[src/rtl/id_stage.sv]
// id_stage: instruction decode stage of the 5-stage 8-bit pipeline.
//
// Takes {opcode, ad1, imm} from fetch and buffers it in a 2-entry skid FIFO.
// The FIFO is bypassed when it is empty. The head instruction is decoded and
// its register-file read address is driven. RAW hazards are detected against
// a 3-slot scoreboard of in-flight destinations (EX, MEM, WB). A hazard-free
// head is issued into the ID/EX register. HLT sets a sticky halt, flushes the
// FIFO and blocks all further issue until reset.
//
// Ports:
//   clk, rst            clock (rising edge), asynchronous active-high reset
//   in_opcode/ad1/imm   instruction from fetch, qualified by in_valid
//   stall               to fetch: hold PC (depends on registered state only)
//   halt                sticky halt, set on the HLT issue edge
//   rf_raddr, rf_rdata  combinational register file read port
//   ex_*                ID/EX pipeline register: valid, fields, source value,
//                       and controls we_reg/we_acc/rom_rd/mem_rd/mem_wr
//   issue_cnt           (ID_STAGE_STATS_EN only) saturating count of issue edges
//   bubble_cnt          (ID_STAGE_STATS_EN only) saturating count of edges
//                       where the head was blocked by a hazard
//
// Build option: define ID_STAGE_STATS_EN to add the statistics counters.
module id_stage (
  input  logic       clk,
  input  logic       rst,
  input  logic [2:0] in_opcode,
  input  logic [4:0] in_ad1,
  input  logic [7:0] in_imm,
  input  logic       in_valid,
  output logic       stall,
  output logic       halt,
  output logic [4:0] rf_raddr,
  input  logic [7:0] rf_rdata,
  output logic       ex_valid,
  output logic [2:0] ex_opcode,
  output logic [4:0] ex_ad1,
  output logic [7:0] ex_imm,
  output logic [7:0] ex_rdata,
  output logic       ex_we_reg,
  output logic       ex_we_acc,
  output logic       ex_rom_rd,
  output logic       ex_mem_rd,
  output logic       ex_mem_wr
`ifdef ID_STAGE_STATS_EN
  ,
  output logic [15:0] issue_cnt,
  output logic [15:0] bubble_cnt
`endif
);

  localparam logic [2:0] OP_HLT = 3'b000;
  localparam logic [2:0] OP_LDO = 3'b001;
  localparam logic [2:0] OP_LDA = 3'b010;
  localparam logic [2:0] OP_STO = 3'b011;
  localparam logic [2:0] OP_PRE = 3'b100;
  localparam logic [2:0] OP_ADD = 3'b101;
  localparam logic [2:0] OP_LDM = 3'b110;

  // Register tags are 0..31; the accumulator is tag 32.
  localparam logic [5:0] TAG_ACC = 6'd32;

  typedef struct packed {
    logic       src_a_v;   // reads R[ad1]
    logic       src_b_v;   // reads ACC
    logic       dst_v;
    logic [5:0] dst_tag;
    logic       we_reg;
    logic       we_acc;
    logic       rom_rd;
    logic       mem_rd;
    logic       mem_wr;
  } dec_t;

  function automatic dec_t decode(input logic [2:0] op, input logic [4:0] ad1);
    dec_t d;
    d = '0;
    case (op)
      OP_LDO: begin
        d.dst_v = 1'b1; d.dst_tag = {1'b0, ad1}; d.we_reg = 1'b1; d.rom_rd = 1'b1;
      end
      OP_LDA: begin
        d.dst_v = 1'b1; d.dst_tag = {1'b0, ad1}; d.we_reg = 1'b1; d.mem_rd = 1'b1;
      end
      OP_STO: begin
        d.src_a_v = 1'b1; d.mem_wr = 1'b1;
      end
      OP_PRE: begin
        d.src_a_v = 1'b1; d.dst_v = 1'b1; d.dst_tag = TAG_ACC; d.we_acc = 1'b1;
      end
      OP_ADD: begin
        d.src_a_v = 1'b1; d.src_b_v = 1'b1;
        d.dst_v = 1'b1; d.dst_tag = TAG_ACC; d.we_acc = 1'b1;
      end
      OP_LDM: begin
        d.src_b_v = 1'b1; d.dst_v = 1'b1; d.dst_tag = {1'b0, ad1}; d.we_reg = 1'b1;
      end
      default: ;  // HLT and NOP: no sources, no destination, no controls
    endcase
    return d;
  endfunction

  function automatic logic slot_hit(input logic vld, input logic [5:0] tag,
                                    input dec_t d, input logic [4:0] ad1);
    return vld && ((d.src_a_v && (tag == {1'b0, ad1})) ||
                   (d.src_b_v && (tag == TAG_ACC)));
  endfunction

`ifdef ID_STAGE_STATS_EN
  function automatic logic [15:0] sat_inc(input logic [15:0] v);
    return (v == 16'hFFFF) ? v : v + 16'd1;
  endfunction
`endif

  // Skid FIFO: entry 0 is always the head; entries shift down on pop.
  logic [1:0] fifo_cnt;
  logic [2:0] fifo_op  [2];
  logic [4:0] fifo_ad1 [2];
  logic [7:0] fifo_imm [2];

  // Scoreboard slots: p0 = EX, p1 = MEM, p2 = WB.
  logic       sb_vld_p0, sb_vld_p1, sb_vld_p2;
  logic [5:0] sb_tag_p0, sb_tag_p1, sb_tag_p2;

  logic       fifo_ne;
  logic       head_vld;
  logic [2:0] head_op;
  logic [4:0] head_ad1;
  logic [7:0] head_imm;
  dec_t       hd;
  logic       blocked;
  logic       issue;
  logic       halt_set;
  logic       pop;
  logic       push;
  logic       wr_sel;

  always_comb begin
    fifo_ne  = (fifo_cnt != 2'd0);
    head_vld = fifo_ne | in_valid;
    head_op  = fifo_ne ? fifo_op[0]  : in_opcode;
    head_ad1 = fifo_ne ? fifo_ad1[0] : in_ad1;
    head_imm = fifo_ne ? fifo_imm[0] : in_imm;
    hd       = decode(head_op, head_ad1);

    blocked  = slot_hit(sb_vld_p0, sb_tag_p0, hd, head_ad1) |
               slot_hit(sb_vld_p1, sb_tag_p1, hd, head_ad1) |
               slot_hit(sb_vld_p2, sb_tag_p2, hd, head_ad1);

    issue    = head_vld & ~blocked & ~halt;
    halt_set = issue & (head_op == OP_HLT);
    pop      = issue & fifo_ne;
    // A live input is dropped once halted or on the HLT issue edge; otherwise
    // it is stored unless it was the instruction that bypassed the FIFO.
    push     = in_valid & ~halt & ~halt_set & ~(issue & ~fifo_ne);
    // Slot the pushed entry lands in after any simultaneous pop.
    wr_sel   = (fifo_cnt == 2'd2) | ((fifo_cnt == 2'd1) & ~pop);

    rf_raddr = head_ad1;
    // With one entry buffered the head is that entry, so blocked here depends
    // only on registered state.
    stall    = halt | (fifo_cnt == 2'd2) | ((fifo_cnt == 2'd1) & blocked);
  end

  // ---- ID control state and ID/EX register boundary ----
  always_ff @(posedge clk or posedge rst) begin
    if (rst) begin
      fifo_cnt  <= 2'd0;
      halt      <= 1'b0;
      sb_vld_p0 <= 1'b0;
      sb_vld_p1 <= 1'b0;
      sb_vld_p2 <= 1'b0;
      ex_valid  <= 1'b0;
      ex_opcode <= '0;
      ex_ad1    <= '0;
      ex_imm    <= '0;
      ex_rdata  <= '0;
      ex_we_reg <= 1'b0;
      ex_we_acc <= 1'b0;
      ex_rom_rd <= 1'b0;
      ex_mem_rd <= 1'b0;
      ex_mem_wr <= 1'b0;
    end else begin
      fifo_cnt  <= halt_set ? 2'd0 : fifo_cnt + {1'b0, push} - {1'b0, pop};
      halt      <= halt | halt_set;
      sb_vld_p0 <= issue & hd.dst_v;
      sb_vld_p1 <= sb_vld_p0;
      sb_vld_p2 <= sb_vld_p1;
      ex_valid  <= issue;
      ex_we_reg <= issue & hd.we_reg;
      ex_we_acc <= issue & hd.we_acc;
      ex_rom_rd <= issue & hd.rom_rd;
      ex_mem_rd <= issue & hd.mem_rd;
      ex_mem_wr <= issue & hd.mem_wr;
      if (issue) begin
        ex_opcode <= head_op;
        ex_ad1    <= head_ad1;
        ex_imm    <= head_imm;
        ex_rdata  <= rf_rdata;
      end
    end
  end

  // ---- FIFO storage and scoreboard tags (data, not reset) ----
  always_ff @(posedge clk) begin
    if (pop) begin
      fifo_op[0]  <= fifo_op[1];
      fifo_ad1[0] <= fifo_ad1[1];
      fifo_imm[0] <= fifo_imm[1];
    end
    if (push) begin
      fifo_op[wr_sel]  <= in_opcode;
      fifo_ad1[wr_sel] <= in_ad1;
      fifo_imm[wr_sel] <= in_imm;
    end
    sb_tag_p0 <= hd.dst_tag;
    sb_tag_p1 <= sb_tag_p0;
    sb_tag_p2 <= sb_tag_p1;
  end

`ifdef ID_STAGE_STATS_EN
  always_ff @(posedge clk or posedge rst) begin
    if (rst) begin
      issue_cnt  <= '0;
      bubble_cnt <= '0;
    end else begin
      if (issue)              issue_cnt  <= sat_inc(issue_cnt);
      if (head_vld & blocked) bubble_cnt <= sat_inc(bubble_cnt);
    end
  end
`endif

endmodule

[config.mk]
export PLATFORM = sky130hd
export DESIGN_NAME = id_stage
export DESIGN_NICKNAME = d
export VERILOG_FILES = /design/src/rtl/id_stage.sv
export SDC_FILE = /design/constraint.sdc
export NUM_CORES = 1
export LEC_CHECK = 0
export CORE_ASPECT_RATIO = 1.1
export CORE_MARGIN = 3
export CORE_UTILIZATION = 55
export CTS_BUF_LIST = sky130_fd_sc_hd__clkbuf_8 sky130_fd_sc_hd__clkbuf_16
export CTS_CLUSTER_DIAMETER = 80
export DETAILED_ROUTE_END_ITERATION = 8
export DONT_BUFFER_PORTS = 1
export PLACE_DENSITY = 0.7
export SLEW_MARGIN = 20
export SYNTH_ARGS = -nofsm -noshare
export SYNTH_HDL_FRONTEND = slang
export SYNTH_SLANG_ARGS = --single-unit
export TNS_END_PERCENT = 20
[constraint.sdc]
create_clock -name clk -period 3.7 [get_ports clk]
set_input_delay 0.37 -clock clk [delete_from_list [all_inputs] [get_ports clk]]
set_output_delay 0.37 -clock clk [all_outputs]
set_load 0.1 [all_outputs]
==> out/metrics.csv, run 1 <==
stage,metric,value,unit
die,die width,86.0,um
logic_synthesis,Post-Synthesis Cells,328,
cts,CTS Sinks,86,
die,CORE AREA,6710,um2
global_route,first-pass GRT wire length,13100,um
die,number of I/O pins,64,
logic_synthesis,top_reg_cell synth,dfrtp_1,
place,Port-buffer cells,0,
logic_synthesis,largest area contributor in the netlist,edfxtp_1,
logic_synthesis,Synth area leaders,"edfxtp_1 (25%), dfrtp_1 (23%), dfxtp_1 (9.3%)",
logic_synthesis,Netlist cell types,50,
cts,clk_lat worst skew,350,ps
critical_path,Critical Path Fanout Max,24,
cells_and_area,sequential standard cell area,2220,um2
critical_path,CP arrival,3590,ps
logic_synthesis,Synthesized Nets,357,
logic_synthesis,synthesized area,3870,um2
cells_and_area,multi-input logic area,1530,um2
global_route,vias in the first global route,2615,
timing,worst-margin pin slew,978,ps
cells_and_area,nets,367,
detailed_routing,DR iter-0 viols,133,
logic_synthesis,"Seq/Total Area, Yosys",57.4,%
global_route,gr ovfl total,0,
power,switching pwr,0.000503,W
critical_path,r2r startpoint,fifo_cnt[1],
critical_path,startpoint type of the worst setup path,flip-flop,
cells_and_area,Top Registers,"fifo_imm x16, fifo_ad1 x10",
cts,CTS tree,done,
timing,skew final,10.2,ps
timing,Slew HR,34.8,%
cells_and_area,flip-flop count of the largest register after layout,16,
critical_path,R2R cell count,15,
die,DIE AREA,8080,um2
detailed_routing,# DRC,0,
logic_synthesis,"top cells by count, synth","nand2_1 (38), dfrtp_1 (36), edfxtp_1 (32)",
timing,Final Hold Violating Endpoints,0,
cts,post-cts resize count,0,
cells_and_area,Reg with most FFs,fifo_imm,
critical_path,critical path class,reg -> reg,
cts,post-CTS setup buffers,0,
timing,Fin Setup TNS,0,ps
power,P_int,0.00149,W
timing,RSZ-0062 raised after global routing,no,
logic_synthesis,ys async rst share,41.9,%
cells_and_area,area grow syn2layout,10.4,%
cts,CTS root buf,clkbuf_8,
detailed_routing,Pre-antenna DRT Iters,4,
cells_and_area,# diodes,0,
detailed_routing,routed vias,2525,
detailed_routing,Post-DRT Antenna Nets,0,
die,Die Y,94.0,um
die,Initial Utilization,57.7,%
global_route,Total GRT Usage,21.5,%
timing,# setup viols final,0,
detailed_routing,Vias/cell,5.94,
die,Std-Cell Rows,31,
timing,period utilisation layout,90.7,%
logic_synthesis,Synth top area share,24.8,%
logic_synthesis,Syn. warnings,0,
power,VDD IR max,0.269,mV
power,Static Leakage,1.74,nW
cells_and_area,fillers,532,
run_status,status,completed,
cts,worst-case clock buffer depth,2,
run,maxcap violations,0,
cts,Post-CTS Hold Buffers,0,
critical_path,Worst Setup End Kind,flip-flop,
place,placed cell count,409,
critical_path,CP required,3930,ps
timing,Slew Limit Fails,0,
critical_path,worst r2r dst,fifo_cnt[1],
power,Flop pwr share,56.4,%
global_route,largest net degree at the start of global routing,37,
cts,Worst-path clk slew,80,ps
power,switch share,25.3,%
global_route,initial antenna violation count,0,
place,Routability Congestion,0.860,
cts,CTS H-tree depth,3,
timing,Peak Freq,0.298,GHz
logic_synthesis,Mean Syn Cell Area,11.8,um2
cells_and_area,design area,4270,um2
place,hpwl dp,5690,um
logic_synthesis,#FFs+latches synth,86,
power,Cell Pwr Density,465,nW/um2
detailed_routing,final wirelength,8170,um
power,Comb pwr share,5.1,%
timing,minimum clock period,3350,ps
logic_synthesis,number of synthesized flops with an enable pin,32,
cells_and_area,proportion of layout cells with a drive suffix above 1,19.0,%
place,Post-DP Area,4040,um2
cells_and_area,Final Non-Filler Cells,425,
detailed_routing,wire per inst,19.2,um
logic_synthesis,top-count cell post-synth,nand2_1,
cts,CTS Buf Count,9,
hold_path,Min-Delay Path Class,in -> async,
critical_path,"reg-to-reg slack, setup",350,ps
power,Clk network pwr share,38.5,%
worst max path at each step:
stage | startpoint | end | slack (ps) | depth (start not counted)
finish | fifo_cnt[1] | fifo_cnt[1] | 350 | 15
detailed placement | fifo_cnt[1] | fifo_cnt[1] | 380 | 15
global placement | fifo_cnt[1] | fifo_cnt[1] | 470 | 13
global route | fifo_cnt[0] | fifo_cnt[1] | 90 | 15
CTS | fifo_cnt[1] | fifo_cnt[1] | 370 | 15
floorplan | fifo_cnt[1] | fifo_cnt[1] | 6 | 18
cells in the final DEF (no fill, tap or decap), drive strengths merged, types with 2 or more instances in the layout:
cell / instances
mux2: 40
nand2: 38
dfrtp: 36
edfxtp: 32
nor2: 20
dfxtp: 18
inv: 13
buf: 13
a21oi: 9
clkbuf: 9
xnor2: 8
nand3: 8
nor2b: 8
xor2: 7
nand2b: 7
nand4: 6
nor3: 6
o2111ai: 5
o21ai: 5
nor4b: 4
nor3b: 4
or4: 4
clkinv: 4
a31oi: 3
and2: 3
bufinv: 3
mux2i: 3
a221oi: 2
nand3b: 2
a211o: 2
o21a: 2
a221o: 2
or3: 2
ha: 2
or2: 2
a2111oi: 2
metal layers:
metal  GRT usage, %  wire [um]  up-vias
met4           8.97        162        0
met5              0          0        -
met2           35.3       4070       82
li1               -          -     1190
met3           6.40        567       14
met1           26.2       3380     1239
cell families after synthesis:
kind of cell,after synthesis,share of synthesized area [%]
simple gates,117,15.8
flops,86,57.4
mux,43,12.5
compound gates,37,6.85
buf+inv,28,3.39
xor+xnor,15,3.39
fa+ha+maj,2,0.646
worst max-delay path, stage by stage, from the launching register on:
cell	delay, ps
dfrtp_1	350
or2_1	400
buf_12	240
mux2i_4	280
clkinvlp_4	120
xnor2_1	140
nand4_1	150
nand4_1	180
or3_1	420
o21ai_1	150
ha_1	240
inv_1	60
ha_1	150
xor2_1	170
xnor2_1	130
nor2_1	50
power by group through the flow:
stage,Sequential [W],Clock (W),Combinational (W)
after floorplan,0.00114,0,0.0000836
after global placement,0.00114,0,0.0000997
after detailed placement,0.00114,0,0.000101
after CTS,0.00112,0.000784,0.000102
after global routing,0.00112,0.000814,0.000111
final,0.00112,0.000766,0.000101
metrics by stage:
step / util [%] / hold slack (ps) / setup WS [ps] / total power [W]
after floorplan: - / 344 / 5.84 / 0.00122
after global placement: 60.2 / 382 / 465 / 0.00124
after detailed placement: 60.2 / 380 / 383 / 0.00124
after CTS: 63.7 / 19.9 / 365 / 0.00201
after global routing: 63.7 / 46.6 / 86.3 / 0.00205
final: 63.7 / 13.0 / 345 / 0.00199
final cells by class:
cell class / instances / area share (%)
multi-input cells: 214 / 35.9
well taps: 82 / 2.40
flip-flops and latches: 86 / 52.0
clock inverters: 7 / 2.63
inverters: 14 / 1.32
clock buffers: 9 / 2.90
repair buffers: 13 / 2.87
Power figures use the tool's default switching activity.
==> run 2: changes to the inputs <==
- CORE_UTILIZATION: 55 -> 63
- PLACE_DENSITY: 0.7 -> 0.79
==> run 2 against run 1 <==
Worst setup slack got worse by 68 ps. Clock skew is 1.8 ps higher. Clock-buffer cell count up 1. Via count about the same. First-iteration DRC count grew 8.3%. Global-route usage rose by 3.3 points. Sequential cell count is the same. Total power fell by 6.6%. Sequential share of layout area increased by 0.57 points. Maximum frequency decreased by 2.0%. Sequential power about the same. Clock power is 17% lower.
==> out/metrics.csv, run 2 (synthesis gave the netlist of run 1 again) <==
stage,metric,value,unit
timing,Slew Limit Fails,0,
cts,worst-case clock buffer depth,2,
critical_path,cell mode on critical path,ha_1,
critical_path,Critical Path Fanout Max,10,
die,DIE AREA,7120,um2
power,VDD IR max,0.329,mV
cts,CTS root buf,clkbuf_8,
run_status,status,completed,
die,CORE AREA,5880,um2
timing,minimum clock period,3420,ps
cells_and_area,# diodes,0,
cts,Post-CTS Hold Buffers,0,
place,placed cell count,405,
timing,Slew HR,37.0,%
place,Post-DP Area,4040,um2
timing,worst-margin pin slew,944,ps
detailed_routing,Vias/cell,6.00,
critical_path,"reg-to-reg slack, setup",280,ps
critical_path,Worst Setup End Kind,flip-flop,
cells_and_area,design area,4230,um2
detailed_routing,DR iter-0 viols,144,
cells_and_area,Top Registers,"fifo_imm x16, fifo_ad1 x10",
die,die width,80.8,um
critical_path,crit path to,fifo_cnt[1],
global_route,Total GRT Usage,24.7,%
timing,RSZ-0062 raised after global routing,no,
timing,smallest hold slack,5.98,ps
timing,Final Hold Violating Endpoints,0,
cts,Worst-path clk slew,90,ps
power,Cell Pwr Density,439,nW/um2
cts,CTS Sinks,86,
critical_path,origin of the worst setup path,fifo_cnt[1],
global_route,gr ovfl total,0,
cts,CTS Buf Count,9,
cells_and_area,area grow syn2layout,9.18,%
cells_and_area,Final Util,71.9,%
cts,CTS tree,done,
detailed_routing,# DRC,0,
detailed_routing,routed vias,2527,
timing,Fin Setup TNS,0,ps
critical_path,R2R cell count,13,
place,hpwl dp,5850,um
die,Initial Utilization,65.9,%
cts,clk_lat worst skew,360,ps
critical_path,r2r startpoint,fifo_cnt[1],
critical_path,crit-path cells,or2_1 > a2111oi_0 > a31oi_1 > or4_4 > nand4_1 > or3_1 > o21ai_1 > ha_1 > inv_1 > ha_1 > xor2_1 > xnor2_1 > nor2_1,
timing,skew final,12.0,ps
place,Routability Congestion,0.888,
cells_and_area,fillers,437,
global_route,largest net degree at the start of global routing,37,
cts,CTS H-tree depth,3,
cts,post-CTS setup buffers,0,
critical_path,CP arrival,3660,ps
timing,# setup viols final,0,
run,maxcap violations,0,
critical_path,critical path class,reg -> reg,
detailed_routing,final wirelength,8200,um
cts,post-cts resize count,0,
cells_and_area,multi-input logic area,1530,um2
critical_path,max incr delay on CP,570,ps
die,number of I/O pins,64,
power,Static Leakage,1.72,nW
timing,period utilisation layout,92.5,%
critical_path,worst r2r dst,fifo_cnt[1],
cells_and_area,flip-flop count of the largest register after layout,16,
cells_and_area,Final Non-Filler Cells,421,
detailed_routing,Pre-antenna DRT Iters,4,
global_route,first-pass GRT wire length,12900,um
critical_path,CP required,3940,ps
global_route,initial antenna violation count,0,
detailed_routing,wire per inst,19.5,um
cells_and_area,Reg with most FFs,fifo_imm,
hold_path,Min-Delay Path Class,in -> async,
cells_and_area,highest-count cells in the layout ignoring fill and taps,"nand2_1 (38), dfrtp_1 (36), edfxtp_1 (32)",
cells_and_area,proportion of layout cells with a drive suffix above 1,18.9,%
cells_and_area,"commonest non-fill, non-tap cell in the layout",nand2_1,
critical_path,Slowest cell on crit path,or4_4,
critical_path,startpoint type of the worst setup path,flip-flop,
detailed_routing,Post-DRT Antenna Nets,0,
global_route,vias in the first global route,2549,
cells_and_area,sequential standard cell area,2220,um2
timing,Peak Freq,0.292,GHz
place,Port-buffer cells,0,
die,Die Y,88.2,um
die,Std-Cell Rows,29,
cells_and_area,nets,368,
## run 2: worst min-delay path by stage
stage            startpoint      endpoint  cells past startpoint
6_report                rst   ex_rdata[5]                      2
4_1_cts                 rst     ex_imm[4]                      2
3_5_place_dp   sb_tag_p1[5]  sb_tag_p2[5]                      0
5_1_grt                 rst   ex_rdata[5]                      2
2_1_floorplan  sb_tag_p1[5]  sb_tag_p2[5]                      0
3_3_place_gp   sb_tag_p0[4]  sb_tag_p1[4]                      0
## run 2: critical path: cells and delay by family (launching register included)
kind / cells / cell delay, ps
and+or+nand+nor: 5 / 1420
buffers and inverters: 1 / 40
xor gates and xnor gates: 2 / 330
DFF: 1 / 380
AOI/OAI and AO/OA: 3 / 690
adders and majority gates: 2 / 460
## run 2: routing by layer
metal	global-route usage (%)	part of all wire, %	vias to the layer above
met5	0	0	-
met4	13.4	2.9	0
met3	5.70	4.0	20
met2	40.1	49	61
met1	30.9	44	1253
li1	-	-	1193
## run 2: layout make-up
class / count / area share (%)
repair buffers: 14 / 3.08
clock inverters: 6 / 1.01
well taps: 77 / 2.28
clock buffers: 10 / 3.52
inverters: 14 / 1.33
multi-input cells: 214 / 36.2
flip-flops and latches: 86 / 52.6
## run 2: where the power goes
group | internal [W] | switching [W] | total [W]
clock | 0.000288 | 0.000348 | 0.000636
sequential | 0.00100 | 0.000118 | 0.00112
combinational | 0.0000375 | 0.0000624 | 0.0000999
## run 2: through the flow
step | worst slack (ps) | power, W
global route | 4.11 | 0.00192
finish | 278 | 0.00186
global placement | 413 | 0.00124
detailed placement | 317 | 0.00124
CTS | 287 | 0.00187
floorplan | 5.84 | 0.00122
